**src/rtl/dnn_accel_pkg.sv**
```systemverilog
// Shared definitions for the DNN accelerator data-request path: controller
// state encoding, configuration field offsets and the words-per-line formula.
package dnn_accel_pkg;

  typedef enum logic [1:0] {
    ST_IDLE = 2'd0,
    ST_RUN  = 2'd1,
    ST_LEND = 2'd2,
    ST_DONE = 2'd3
  } ctrl_state_e;

  localparam int unsigned CONF_W_LSB = 0;
  localparam int unsigned CONF_W_MSB = 7;
  localparam int unsigned CONF_H_LSB = 8;
  localparam int unsigned CONF_H_MSB = 15;
  localparam int unsigned CONF_K_LSB = 0;

  // Three bytes per pixel packed into 32-bit words; 255*3 still fits in 10 bits.
  function automatic logic [9:0] calc_words_per_line(input logic [7:0] width);
    logic [9:0] w3;
    w3 = {2'b00, width} * 10'd3;
    return w3 >> 2;
  endfunction

endpackage

```
**src/rtl/data_req_ctrl_cnt.sv**
```systemverilog
// Beat / kernel-line / output-row counter chain for data_req_ctrl, with the
// terminal-count flags the controller FSM branches on.
module data_req_ctrl_cnt
  import dnn_accel_pkg::*;
#(
  parameter int unsigned BEAT_CNT_WIDTH    = 10,
  parameter int unsigned KERNEL_SIZE_WIDTH = 2,
  parameter int unsigned ROW_CNT_WIDTH     = 8
) (
  input  logic                         clk,
  input  logic                         rst,
  input  logic                         clr,
  input  logic                         beat_inc,
  input  logic                         line_end,
  input  logic [BEAT_CNT_WIDTH-1:0]    words_per_line,
  input  logic [KERNEL_SIZE_WIDTH-1:0] kernel_size,
  input  logic [ROW_CNT_WIDTH:0]       out_rows,
  output logic [BEAT_CNT_WIDTH-1:0]    beat_cnt,
  output logic [KERNEL_SIZE_WIDTH-1:0] kline_cnt,
  output logic [ROW_CNT_WIDTH-1:0]     row_cnt,
  output logic                         beat_last,
  output logic                         kline_wrap,
  output logic                         row_last
);

  assign beat_last  = (beat_cnt == words_per_line - BEAT_CNT_WIDTH'(1));
  assign kline_wrap = (kline_cnt == kernel_size - KERNEL_SIZE_WIDTH'(1));
  assign row_last   = ({1'b0, row_cnt} == out_rows - (ROW_CNT_WIDTH + 1)'(1));

  always_ff @(posedge clk) begin
    if (rst || clr) begin
      beat_cnt  <= '0;
      kline_cnt <= '0;
      row_cnt   <= '0;
    end else if (line_end) begin
      beat_cnt <= '0;
      if (kline_wrap) begin
        kline_cnt <= '0;
        row_cnt   <= row_cnt + ROW_CNT_WIDTH'(1);
      end else begin
        kline_cnt <= kline_cnt + KERNEL_SIZE_WIDTH'(1);
      end
    end else if (beat_inc) begin
      beat_cnt <= beat_cnt + BEAT_CNT_WIDTH'(1);
    end
  end

endmodule

```
**src/rtl/data_req_ctrl.sv**
```systemverilog
// Layer-pass sequencer for data_req: line bursts, stall pass-through, end-of-line
// strobes. Define DATA_REQ_CTRL_PERF_EN to add stall/busy-cycle perf counters.
module data_req_ctrl
  import dnn_accel_pkg::*;
#(
  parameter int unsigned REG_WIDTH         = 32,
  parameter int unsigned KERNEL_SIZE_WIDTH = 2,
  parameter int unsigned BEAT_CNT_WIDTH    = 10,
  parameter int unsigned ROW_CNT_WIDTH     = 8
) (
  input  logic                 clk,
  input  logic                 rst,
  input  logic                 i_start,
  input  logic                 i_fifo_full,
  input  logic [REG_WIDTH-1:0] i_conf_inputshape,
  input  logic [REG_WIDTH-1:0] i_conf_kernelshape,
  output logic                 o_req,
  output logic                 o_stall,
  output logic                 o_end,
  output logic                 o_busy,
  output logic                 o_done,
  output logic                 o_err,
  output logic [REG_WIDTH-1:0] dbg_ctrl_state,
  output logic [REG_WIDTH-1:0] dbg_ctrl_cnt
`ifdef DATA_REQ_CTRL_PERF_EN
  ,
  output logic [REG_WIDTH-1:0] o_perf_stall_cnt,
  output logic [REG_WIDTH-1:0] o_perf_cycle_cnt
`endif
);

  ctrl_state_e state_q, state_d;

  logic [7:0]                   conf_w, conf_h;
  logic [KERNEL_SIZE_WIDTH-1:0] conf_k;
  logic [BEAT_CNT_WIDTH-1:0]    wpl_in, wpl_q;
  logic [ROW_CNT_WIDTH:0]       rows_in, rows_q;
  logic [KERNEL_SIZE_WIDTH-1:0] k_q;
  logic                         cfg_bad, start_acc, beat_inc, line_end;
  logic                         beat_last, kline_wrap, row_last;
  logic [BEAT_CNT_WIDTH-1:0]    beat_cnt;
  logic [KERNEL_SIZE_WIDTH-1:0] kline_cnt;
  logic [ROW_CNT_WIDTH-1:0]     row_cnt;
  logic                         unused_conf_bits;

  assign conf_w  = i_conf_inputshape[CONF_W_MSB:CONF_W_LSB];
  assign conf_h  = i_conf_inputshape[CONF_H_MSB:CONF_H_LSB];
  assign conf_k  = i_conf_kernelshape[CONF_K_LSB +: KERNEL_SIZE_WIDTH];
  assign wpl_in  = BEAT_CNT_WIDTH'(calc_words_per_line(conf_w));
  assign rows_in = (ROW_CNT_WIDTH + 1)'(conf_h) - (ROW_CNT_WIDTH + 1)'(conf_k)
                 + (ROW_CNT_WIDTH + 1)'(1);
  assign cfg_bad = (wpl_in == '0) || (conf_k == '0) || (conf_h < 8'(conf_k));

  assign unused_conf_bits = ^{i_conf_inputshape[REG_WIDTH-1:CONF_H_MSB+1],
                              i_conf_kernelshape[REG_WIDTH-1:KERNEL_SIZE_WIDTH]};

  always_ff @(posedge clk) begin
    if (rst) state_q <= ST_IDLE;
    else     state_q <= state_d;
  end

  always_comb begin
    state_d   = state_q;
    start_acc = 1'b0;
    beat_inc  = 1'b0;
    line_end  = 1'b0;
    o_req     = 1'b0;
    o_stall   = 1'b0;
    o_end     = 1'b0;
    o_done    = 1'b0;
    case (state_q)
      ST_IDLE: begin
        if (i_start) begin
          start_acc = 1'b1;
          state_d   = cfg_bad ? ST_DONE : ST_RUN;
        end
      end
      ST_RUN: begin
        o_req    = 1'b1;
        o_stall  = i_fifo_full;
        beat_inc = ~i_fifo_full;
        if (beat_inc && beat_last) state_d = ST_LEND;
      end
      ST_LEND: begin
        o_end    = 1'b1;
        line_end = 1'b1;
        state_d  = (kline_wrap && row_last) ? ST_DONE : ST_RUN;
      end
      ST_DONE: begin
        o_done  = 1'b1;
        state_d = ST_IDLE;
      end
      default: state_d = ST_IDLE;
    endcase
  end

  assign o_busy = (state_q != ST_IDLE);

  always_ff @(posedge clk) begin
    if (rst) begin
      wpl_q  <= '0;
      k_q    <= '0;
      rows_q <= '0;
      o_err  <= 1'b0;
    end else if (start_acc) begin
      wpl_q  <= wpl_in;
      k_q    <= conf_k;
      rows_q <= rows_in;
      o_err  <= cfg_bad;
    end
  end

  data_req_ctrl_cnt #(
    .BEAT_CNT_WIDTH    (BEAT_CNT_WIDTH),
    .KERNEL_SIZE_WIDTH (KERNEL_SIZE_WIDTH),
    .ROW_CNT_WIDTH     (ROW_CNT_WIDTH)
  ) u_cnt (
    .clk            (clk),
    .rst            (rst),
    .clr            (start_acc),
    .beat_inc       (beat_inc),
    .line_end       (line_end),
    .words_per_line (wpl_q),
    .kernel_size    (k_q),
    .out_rows       (rows_q),
    .beat_cnt       (beat_cnt),
    .kline_cnt      (kline_cnt),
    .row_cnt        (row_cnt),
    .beat_last      (beat_last),
    .kline_wrap     (kline_wrap),
    .row_last       (row_last)
  );

  assign dbg_ctrl_state = REG_WIDTH'(state_q);
  assign dbg_ctrl_cnt   = REG_WIDTH'({row_cnt, kline_cnt, beat_cnt});

`ifdef DATA_REQ_CTRL_PERF_EN
  always_ff @(posedge clk) begin
    if (rst || start_acc) begin
      o_perf_stall_cnt <= '0;
      o_perf_cycle_cnt <= '0;
    end else begin
      if (o_stall && (o_perf_stall_cnt != '1))
        o_perf_stall_cnt <= o_perf_stall_cnt + REG_WIDTH'(1);
      if (o_busy && (o_perf_cycle_cnt != '1))
        o_perf_cycle_cnt <= o_perf_cycle_cnt + REG_WIDTH'(1);
    end
  end
`endif

endmodule

```
**config.mk**
```make
export PLATFORM = sky130hd
export DESIGN_NAME = data_req_ctrl
export DESIGN_NICKNAME = d
export VERILOG_FILES = /design/src/rtl/dnn_accel_pkg.sv /design/src/rtl/data_req_ctrl_cnt.sv /design/src/rtl/data_req_ctrl.sv
export SDC_FILE = /design/constraint.sdc
export NUM_CORES = 1
export LEC_CHECK = 0
export BUFFER_PORTS_ARGS = -buffer_cell sky130_fd_sc_hd__buf_4
export CAP_MARGIN = 15
export CORE_UTILIZATION = 53
export DETAILED_ROUTE_END_ITERATION = 12
export PLACE_DENSITY = 0.87
export SYNTH_ARGS = -nofsm -noshare
export SYNTH_HDL_FRONTEND = slang
export SYNTH_SLANG_ARGS = --single-unit
export TNS_END_PERCENT = 30
```
**constraint.sdc**
```tcl
create_clock -name clk -period 3.1 [get_ports clk]
set_input_delay 0.31 -clock clk [delete_from_list [all_inputs] [get_ports clk]]
set_output_delay 0.31 -clock clk [all_outputs]
set_load 0.1 [all_outputs]
```
==> results.json, run 1 <==
{
  "hold_class": "in -> reg",
  "synth-simple-area-share_pct": 21.5,
  "status": "completed",
  "arrival_ns": 2.59,
  "worstMarginPinSlew_ns": 0.656,
  "min_path_cells": 3,
  "critPathMaxStageDelay_ns": 0.57,
  "cts_made_buffers": 5,
  "synthAdderAreaFrac_pct": 11.4,
  "die_width_um": 81.0,
  "synth_cell_type_count": 50,
  "synth_top_family_by_area": "simple AND/OR/NAND/NOR gates",
  "initial_core_util_pct": 55.5,
  "place_ws_ns": 0.535,
  "post_cts_resized": 0,
  "synth_compound_area_share_pct": 13.6,
  "dp.cells": 528,
  "crit_path_end_kind": "flop",
  "min_to": "k_q[1]",
  "hold_viol": 0,
  "ff2ff_path_depth": 9,
  "setup_viol_count_final": 0,
  "critPathSlowestCell": "nor4bb_1",
  "dr.pass1.iters": 4,
  "diodes": 0,
  "h-tree-depth": 2,
  "worstPathRequired_ns": 3.30,
  "first_global_vias": 2540,
  "drt-initial-drc-count": 158,
  "tns_ns": 0,
  "syn2layout_area_growth_pct": 10.9,
  "wl_um": 6300,
  "num-fill-cells": 527,
  "path_class": "in -> reg",
  "fin_skew_ns": 0.00419,
  "cp_max_fo": 4,
  "synth_top_area_cell": "dfxtp_1",
  "grt_max_degree": 27,
  "report.final.slew_viol_count": 0,
  "ys_seq_area_share_pct": 25.4,
  "antenna_found_initial": 0,
  "r2r_end": "state_q[1]",
  "dp_hpwl_um": 5090,
  "insertion_delay_ns": 0.29,
  "post_cts_buffers": 0,
  "total_leakage_power_uw": 0.00164,
  "syn_avg_cell_area_sq_um": 7.97,
  "io_buffers": 49,
  "fin_cells": 536,
  "powerDensity_nw_per_um2": 484,
  "grt_overflow": 0,
  "ant_nets": 0,
  "core_sq_um": 5960,
  "worstSetupStartpointType": "input pin",
  "ys.flop_type": "dfxtp_1",
  "track_usage_pct": 21.0,
  "drive_above_1_share_pct": 14.1,
  "yosysWarnings": 0,
  "synth_xor_area_share_pct": 13.2,
  "clock_path_buffers": 2,
  "cts.sink_count": 42,
  "place_area_sq_um": 3570,
  "ctsHoldBuffers": 0,
  "setup_ws_ns": 0.717,
  "root_buffer": "clkbuf_8",
  "grt_pass1_wl_um": 11200,
  "synth_common_cells": "47 x nor2_1, 42 x buf_4, 42 x dfxtp_1",
  "yosys-top-cells-area": "dfxtp_1 25%, ha_1 10%, buf_4 9.5%, xnor2_1 6.9%, xor2_1 6.4%",
  "yosys.area.top_type_share_pct": 25.4,
  "synth-edff-count": 0,
  "layout.nets": 557,
  "drc": 0,
  "maxCapViolCount": 0,
  "muxShareOfSynthArea_pct": 0.908,
  "num_rows": 28,
  "place_congestion": 0.850,
  "ir_drop_uv": 286,
  "cp_common_cell": "a21oi_1",
  "relSlewSlack_pct": 55.9,
  "cts_tree": "done",
  "wl_per_cell_um": 11.8,
  "yosysMostFrequentCell": "nor2_1",
  "timing.rr.start": "rows_q[0]",
  "path_clk_slew_ns": 0.07,
  "post-route-cell-area_sq_um": 3670,
  "max_freq_mhz": 420,
  "finalCritPeriodShare_pct": 76.9,
  "syn_inst": 415,
  "syn_area_sq_um": 3310,
  "crit_chain": "buf_4 -> ha_1 -> a21oi_1 -> a21oi_1 -> o21ai_0 -> nor3b_1 -> nor4bb_1 -> o22ai_1 -> nor4_2",
  "r2r_setup_slack_ns": 1.04,
  "vias": 2777,
  "async_flop_share_pct": 0,
  "dieArea_sq_um": 6560,
  "die_y_um": 81.0,
  "vias_per_cell": 5.18,
  "final.min_clock_period_ns": 2.38,
  "hp-start": "i_conf_kernelshape[1]",
  "synth_seq_cells": 42,
  "rsz0062_at_grt": "no",
  "ios": 138
}
worst max-delay path, delay by kind of cell:
kind	cells	cell delay, ns
buffers and inverters	1	0.12
AND/OR/NAND/NOR	3	1.09
AO/OA/AOI/OAI	4	0.73
adder cells (fa/ha/maj)	1	0.34
layer usage:
layer	vias to the layer above	global-route usage, %	share of wire, %
li1	1426	-	-
met1	1259	27.3	46
met2	84	36.1	48
met3	8	3.26	4.9
met4	0	5.36	0.97
met5	-	0	0
stage by stage:
stage          hold WS, ns  util, %  power (uW)
6_report             0.302     61.6        1780
5_1_grt              0.299     61.6        1880
4_1_cts              0.297     61.6        1780
3_5_place_dp         0.486     60.0        1420
3_3_place_gp         0.473     60.0        1400
2_1_floorplan        0.381        -        1340
report_power, final:
group / switching [uW] / total [uW] / internal (uW)
Combinational: 570 / 792 / 222
Sequential: 45.7 / 620 / 575
Clock: 186 / 365 / 179
Total: 802 / 1780 / 976
final cells by class:
type	count	area, sq um	share of cell area (%)
clock inverters	2	12.5	0.341
multi-input cells	334	2160	58.9
inverters	27	101	2.76
flip-flops and latches	42	841	22.9
clock buffers	6	82.6	2.25
well taps	75	93.8	2.56
repair buffers	50	375	10.2
layout by cell type, fill, tap and decap left out, types with 20 or more instances in the layout:
master / instances
dfxtp_1: 42
xor2_1: 24
ha_1: 27
buf_4: 50
conb_1: 42
xnor2_1: 26
nor2_1: 47
inv_1: 27
nand2_1: 27
a21oi_1: 20
sequential cells by signal (all words and copies together), names as in the netlist:
name / flops
u_cnt.row_cnt: 8
u_cnt.kline_cnt: 2
o_err: 1
rows_q: 9
k_q: 2
state_q: 2
u_cnt.beat_cnt: 10
wpl_q: 8
logic make-up (layout without fill, tap and decap cells):
family / count (synthesis) / in the layout
adders and majority gates: 29 / 29
DFF: 42 / 42
other: 1 / 42
xor gates and xnor gates: 50 / 50
buffers and inverters: 80 / 85
muxes: 3 / 3
AOI/OAI and AO/OA: 69 / 69
and+or+nand+nor: 141 / 141
worst max path at each step:
stage | from | endpoint | slack [ns] | cells past startpoint
after CTS | i_conf_inputshape[2] | state_q[1] | 0.83 | 9
after global routing | i_conf_inputshape[2] | state_q[1] | 0.67 | 9
after floorplan | state_q[0] | o_stall | 0.11 | 3
after global placement | i_conf_inputshape[2] | state_q[1] | 0.60 | 9
final | i_conf_inputshape[2] | state_q[1] | 0.72 | 9
after detailed placement | i_conf_inputshape[2] | state_q[1] | 0.54 | 9
Power figures use the tool's default switching activity.
==> run 2, diff against run 1 <==
CORE_UTILIZATION = 44   (was 53)
PLACE_DENSITY = 0.77   (was 0.87)
clock period = 2.1 ns   (was 3.1 ns; I/O delays follow)
==> run 2 against run 1 <==
Net effect:
- final cell count is 8.0% higher
- die area increased by 20%
- core utilization shrank 8.0 points
- count of clock-buffer cells in the layout unchanged
- setup slack got worse by 0.61 ns
- critical path depth is 2 lower
- highest routed layer unchanged
==> results.json, run 2 (synthesis gave the netlist of run 1 again) <==
{
  "status": "completed",
  "arrival_ns": 2.20,
  "sequentialPowerShare_pct": 33.3,
  "cts_made_buffers": 5,
  "wl_um": 6580,
  "worstPathRequired_ns": 2.31,
  "place_area_sq_um": 3760,
  "report.final.slew_viol_count": 0,
  "h-tree-depth": 2,
  "first_global_vias": 2501,
  "internal-power_uw": 1530,
  "track_usage_pct": 16.9,
  "cp_max_fo": 3,
  "die_y_um": 88.7,
  "final_cell_mix": "69 x buf_4, 47 x nor2_1, 42 x conb_1, 36 x dfxtp_1, 27 x nand2_1",
  "diodes": 0,
  "crit_path_end_kind": "flop",
  "antenna_found_initial": 0,
  "place_congestion": 0.825,
  "path_clk_slew_ns": 0.08,
  "die_width_um": 88.7,
  "num_rows": 31,
  "path_class": "reg -> reg",
  "initial_core_util_pct": 45.6,
  "switchingPower_uw": 1210,
  "cts_tree": "done",
  "setup_viol_count_final": 0,
  "drive_above_1_share_pct": 20.4,
  "finalCritPeriodShare_pct": 94.9,
  "layout.nets": 576,
  "wl_per_cell_um": 11.4,
  "swShare_pct": 44.2,
  "ios": 138,
  "ir_drop_uv": 296,
  "pwr-share-clk_pct": 21.4,
  "grt_overflow": 0,
  "cts.sink_count": 42,
  "dp_hpwl_um": 5200,
  "grt_max_degree": 26,
  "largest_reg_flops": 10,
  "dr.pass1.iters": 4,
  "insertion_delay_ns": 0.30,
  "dp.cells": 570,
  "root_buffer": "clkbuf_8",
  "drt-initial-drc-count": 118,
  "io_buffers": 49,
  "syn2layout_area_growth_pct": 17.7,
  "combPwrFrac_pct": 45.4,
  "fin_cells": 579,
  "worstSetupStartpointType": "flop",
  "final.min_clock_period_ns": 1.99,
  "total_leakage_power_uw": 0.00174,
  "drc": 0,
  "post-route-cell-area_sq_um": 3890,
  "vias": 2862,
  "hold_class": "in -> reg",
  "powerDensity_nw_per_um2": 704,
  "clock_path_buffers": 2,
  "maxCapViolCount": 0,
  "dieArea_sq_um": 7870,
  "core_sq_um": 7250,
  "ant_nets": 0,
  "largest_register": "u_cnt.beat_cnt",
  "max_freq_mhz": 502,
  "fin_skew_ns": 0.00935,
  "grt_pass1_wl_um": 10600,
  "vias_per_cell": 4.94,
  "hold_viol": 0,
  "final_common_cell": "buf_4",
  "reg.largest.list": "u_cnt.beat_cnt: 10 flops, rows_q: 9 flops"
}
-- run 2: cell count changes in the layout (fill, tap and decap cells not counted), sizes merged --
cell / before / now
clkinv: 1 / 2
buf: 50 / 69
inv: 27 / 25
clkinvlp: 1 / 2
-- run 2: area by class of cell --
| type | instances | area, sq um |
|---|---|---|
| Multi-Input combinational cell | 334 | 2180 |
| Clock buffer | 6 | 93.8 |
| Tap cell | 99 | 124 |
| Fill cell | 717 | 3360 |
| Timing Repair Buffer | 69 | 518 |
| Inverter | 27 | 109 |
| Clock inverter | 2 | 10.0 |
| Sequential cell | 42 | 853 |
-- run 2: repair_timing --
action | 4_1_cts | 5_1_grt
hold endpoints to repair | 0 | 0
resized for setup | 0 | 4
setup endpoints to repair | 0 | 2
buffers inserted | 0 | 1
hold buffers | 0 | 0
-- run 2: worst max-delay path, cell delays in order, from the launching register on --
cell and delay, ns:
dfxtp_1 0.31, or4_4 0.55, nor2_4 0.12, nand2_2 0.06, xor2_1 0.15, o21a_1 0.18
o31a_1 0.29, nor4_2 0.25
-- run 2: metal layers --
| metal | GRT usage [%] | part of all wire [%] |
|---|---|---|
| met3 | 2.71 | 4.6 |
| met5 | 0 | 0 |
| met4 | 5.72 | 1.1 |
| met2 | 29.1 | 47 |
| met1 | 21.3 | 47 |
-- run 2: worst paths after layout --
| check | startpoint | end | slack (ns) | cells after the start |
|---|---|---|---|---|
| min | i_conf_kernelshape[0] | k_q[0] | 0.19 | 3 |
| min reg2reg | k_q[1] | k_q[1] | 0.48 | 2 |
| max | rows_q[2] | state_q[1] | 0.11 | 7 |
| max reg2reg | rows_q[2] | state_q[1] | 0.11 | 7 |
-- run 2: per-stage QoR --
| step | hold WS [ns] | util (%) | TNS (ns) | setup slack (ns) | power [uW] |
|---|---|---|---|---|---|
| floorplan | 0.274 | - | -0.236 | -0.102 | 1980 |
| global placement | 0.475 | 51.9 | -0.340 | -0.147 | 2130 |
| detailed placement | 0.477 | 51.9 | -0.652 | -0.250 | 2160 |
| CTS | 0.188 | 53.3 | 0 | 0.0463 | 2740 |
| global route | 0.188 | 53.7 | -0.00462 | -0.00462 | 2880 |
| finish | 0.189 | 53.7 | 0 | 0.106 | 2740 |
-- run 2: power groups by stage --
stage	Combinational, uW	Clock, uW	Sequential, uW
after CTS	1240	598	911
after global routing	1340	620	921
final	1240	586	912
after global placement	1200	0	926
after floorplan	993	0	989
after detailed placement	1230	0	930
==> run 3, diff against run 2 <==
CELL_PAD_IN_SITES_DETAIL_PLACEMENT = 1   (was default)
CELL_PAD_IN_SITES_GLOBAL_PLACEMENT = 1   (was default)
CORE_MARGIN = 4   (was default)
CORE_UTILIZATION = 31   (was 44)
PLACE_DENSITY = default   (was 0.77)
PLACE_DENSITY_LB_ADDON = 0.1   (was default)
==> run 3 against run 2 <==
Net effect:
- global-route usage down 4.1 points
- setup slack better by 0.0030 ns
- first-iteration DRC count down 26%
- critical endpoint unchanged
- count of clock-buffer cells in the layout up 2
==> results.json, run 3 (synthesis gave the netlist of run 1 again) <==
{
  "hold_class": "in -> reg",
  "final.min_clock_period_ns": 1.99,
  "worstPathRequired_ns": 2.30,
  "syn2layout_area_growth_pct": 21.0,
  "timing.rr.start": "rows_q[2]",
  "largest_reg_flops": 10,
  "root_buffer": "clkbuf_8",
  "cts.sink_count": 42,
  "crit_path_end_kind": "flop",
  "switchingPower_uw": 1200,
  "pwr-share-clk_pct": 19.6,
  "num-fill-cells": 1292,
  "vias_per_cell": 4.55,
  "post-route-cell-area_sq_um": 4000,
  "tns_ns": 0,
  "finalCritPeriodShare_pct": 94.8,
  "internal-power_uw": 1510,
  "initial_core_util_pct": 31.9,
  "die_width_um": 111,
  "place_congestion": 0.751,
  "combPwrFrac_pct": 46.9,
  "grt_overflow": 0,
  "core_sq_um": 10400,
  "reg.largest.list": "u_cnt.beat_cnt: 10 flops, rows_q: 9 flops",
  "clock_path_buffers": 2,
  "grt_pass1_wl_um": 13400,
  "die_y_um": 111,
  "layout.nets": 584,
  "vias": 2838,
  "final_cell_mix": "77 x buf_4, 47 x nor2_1, 42 x conb_1, 35 x dfxtp_1",
  "total_leakage_power_uw": 0.00177,
  "hp-start": "i_start",
  "maxCapViolCount": 0,
  "rsz0062_at_grt": "yes",
  "io_buffers": 49,
  "track_usage_pct": 12.7,
  "diodes": 0,
  "path_clk_slew_ns": 0.08,
  "arrival_ns": 2.19,
  "cts_made_buffers": 5,
  "hold_viol": 0,
  "sequentialPowerShare_pct": 33.5,
  "cts_tree": "done",
  "cp_max_fo": 3,
  "max_freq_mhz": 502,
  "wl_per_cell_um": 12.6,
  "drt-initial-drc-count": 87,
  "dr.pass1.iters": 4,
  "status": "completed",
  "h-tree-depth": 2,
  "num_rows": 37,
  "place_area_sq_um": 3880,
  "path_class": "in -> reg",
  "antenna_found_initial": 0,
  "ir_drop_uv": 275,
  "report.final.slew_viol_count": 0,
  "powerDensity_nw_per_um2": 679,
  "whs_ns": 0.265,
  "drive_above_1_share_pct": 22.1,
  "drc": 0,
  "insertion_delay_ns": 0.29,
  "swShare_pct": 44.2,
  "setup_viol_count_final": 0,
  "dp_hpwl_um": 6540,
  "worstSetupStartpointType": "input pin",
  "grt_max_degree": 26,
  "post_cts_buffers": 0,
  "dieArea_sq_um": 12400,
  "final_common_cell": "buf_4",
  "wl_um": 7860,
  "largest_register": "u_cnt.beat_cnt",
  "cp-startpoint": "i_conf_inputshape[2]",
  "first_global_vias": 2861,
  "ios": 138,
  "fin_skew_ns": 0.00958,
  "ant_nets": 0
}
==> run 3: final timing paths <==
path,endpoint,slack [ns],depth (start not counted)
setup reg to reg,state_q[1],0.11,7
hold reg to reg,k_q[1],0.49,2
setup / recovery,state_q[1],0.11,11
hold / removal,state_q[0],0.26,4
==> run 3: power by group through the flow <==
stage / Combinational, uW / Sequential (uW) / Clock (uW)
after floorplan: 993 / 989 / 0
after global placement: 1250 / 929 / 0
after detailed placement: 1270 / 932 / 0
after CTS: 1280 / 913 / 565
after global routing: 1390 / 923 / 580
final: 1270 / 911 / 532
==> run 3: per-stage QoR <==
step                std cells  util (%)  setup WS [ns]  total power [uW]
finish                    624      38.6          0.109              2720
global route              624      38.6        -0.0123              2890
CTS                       624      38.3         0.0515              2750
detailed placement        616      37.4         -0.346              2200
global placement          616      37.4         -0.303              2180
floorplan                 456         -         -0.102              1980
==> run 3: timing repair <==
| action | 4_1_cts | 5_1_grt |
|---|---|---|
| hold buffers | 0 | 0 |
| cloned | 0 | 0 |
| endpoints found under the setup margin | 1 | 3 |
| pin swaps | 0 | 0 |
| gates resized for setup | 1 | 7 |
==> run 3: cell type report <==
class,count,area (sq um),share of cell area [%]
multi-input combinational,334,2200,55.0
sequential,42,855,21.4
timing repair buffer,77,578,14.4
tap,136,170,4.25
inverter,27,109,2.72
clock buffer,8,90.1,2.25
==> run 3: per-layer routing <==
layer  vias up  GRT usage [%]  routed length, um
met2        70           21.1               3440
met3         7           2.24                421
met5         -              0                  0
li1       1475              -                  -
met4         0           3.41                 95
met1      1286           17.0               3900
==> run 3: worst max-delay path: stages <==
cell	delay [ns]
buf_4	0.12
ha_1	0.33
buf_4	0.15
nor2b_1	0.13
o31a_1	0.28
mux2i_1	0.14
o311a_1	0.15
nor4bb_2	0.28
buf_4	0.17
o22ai_1	0.08
nor4_2	0.14
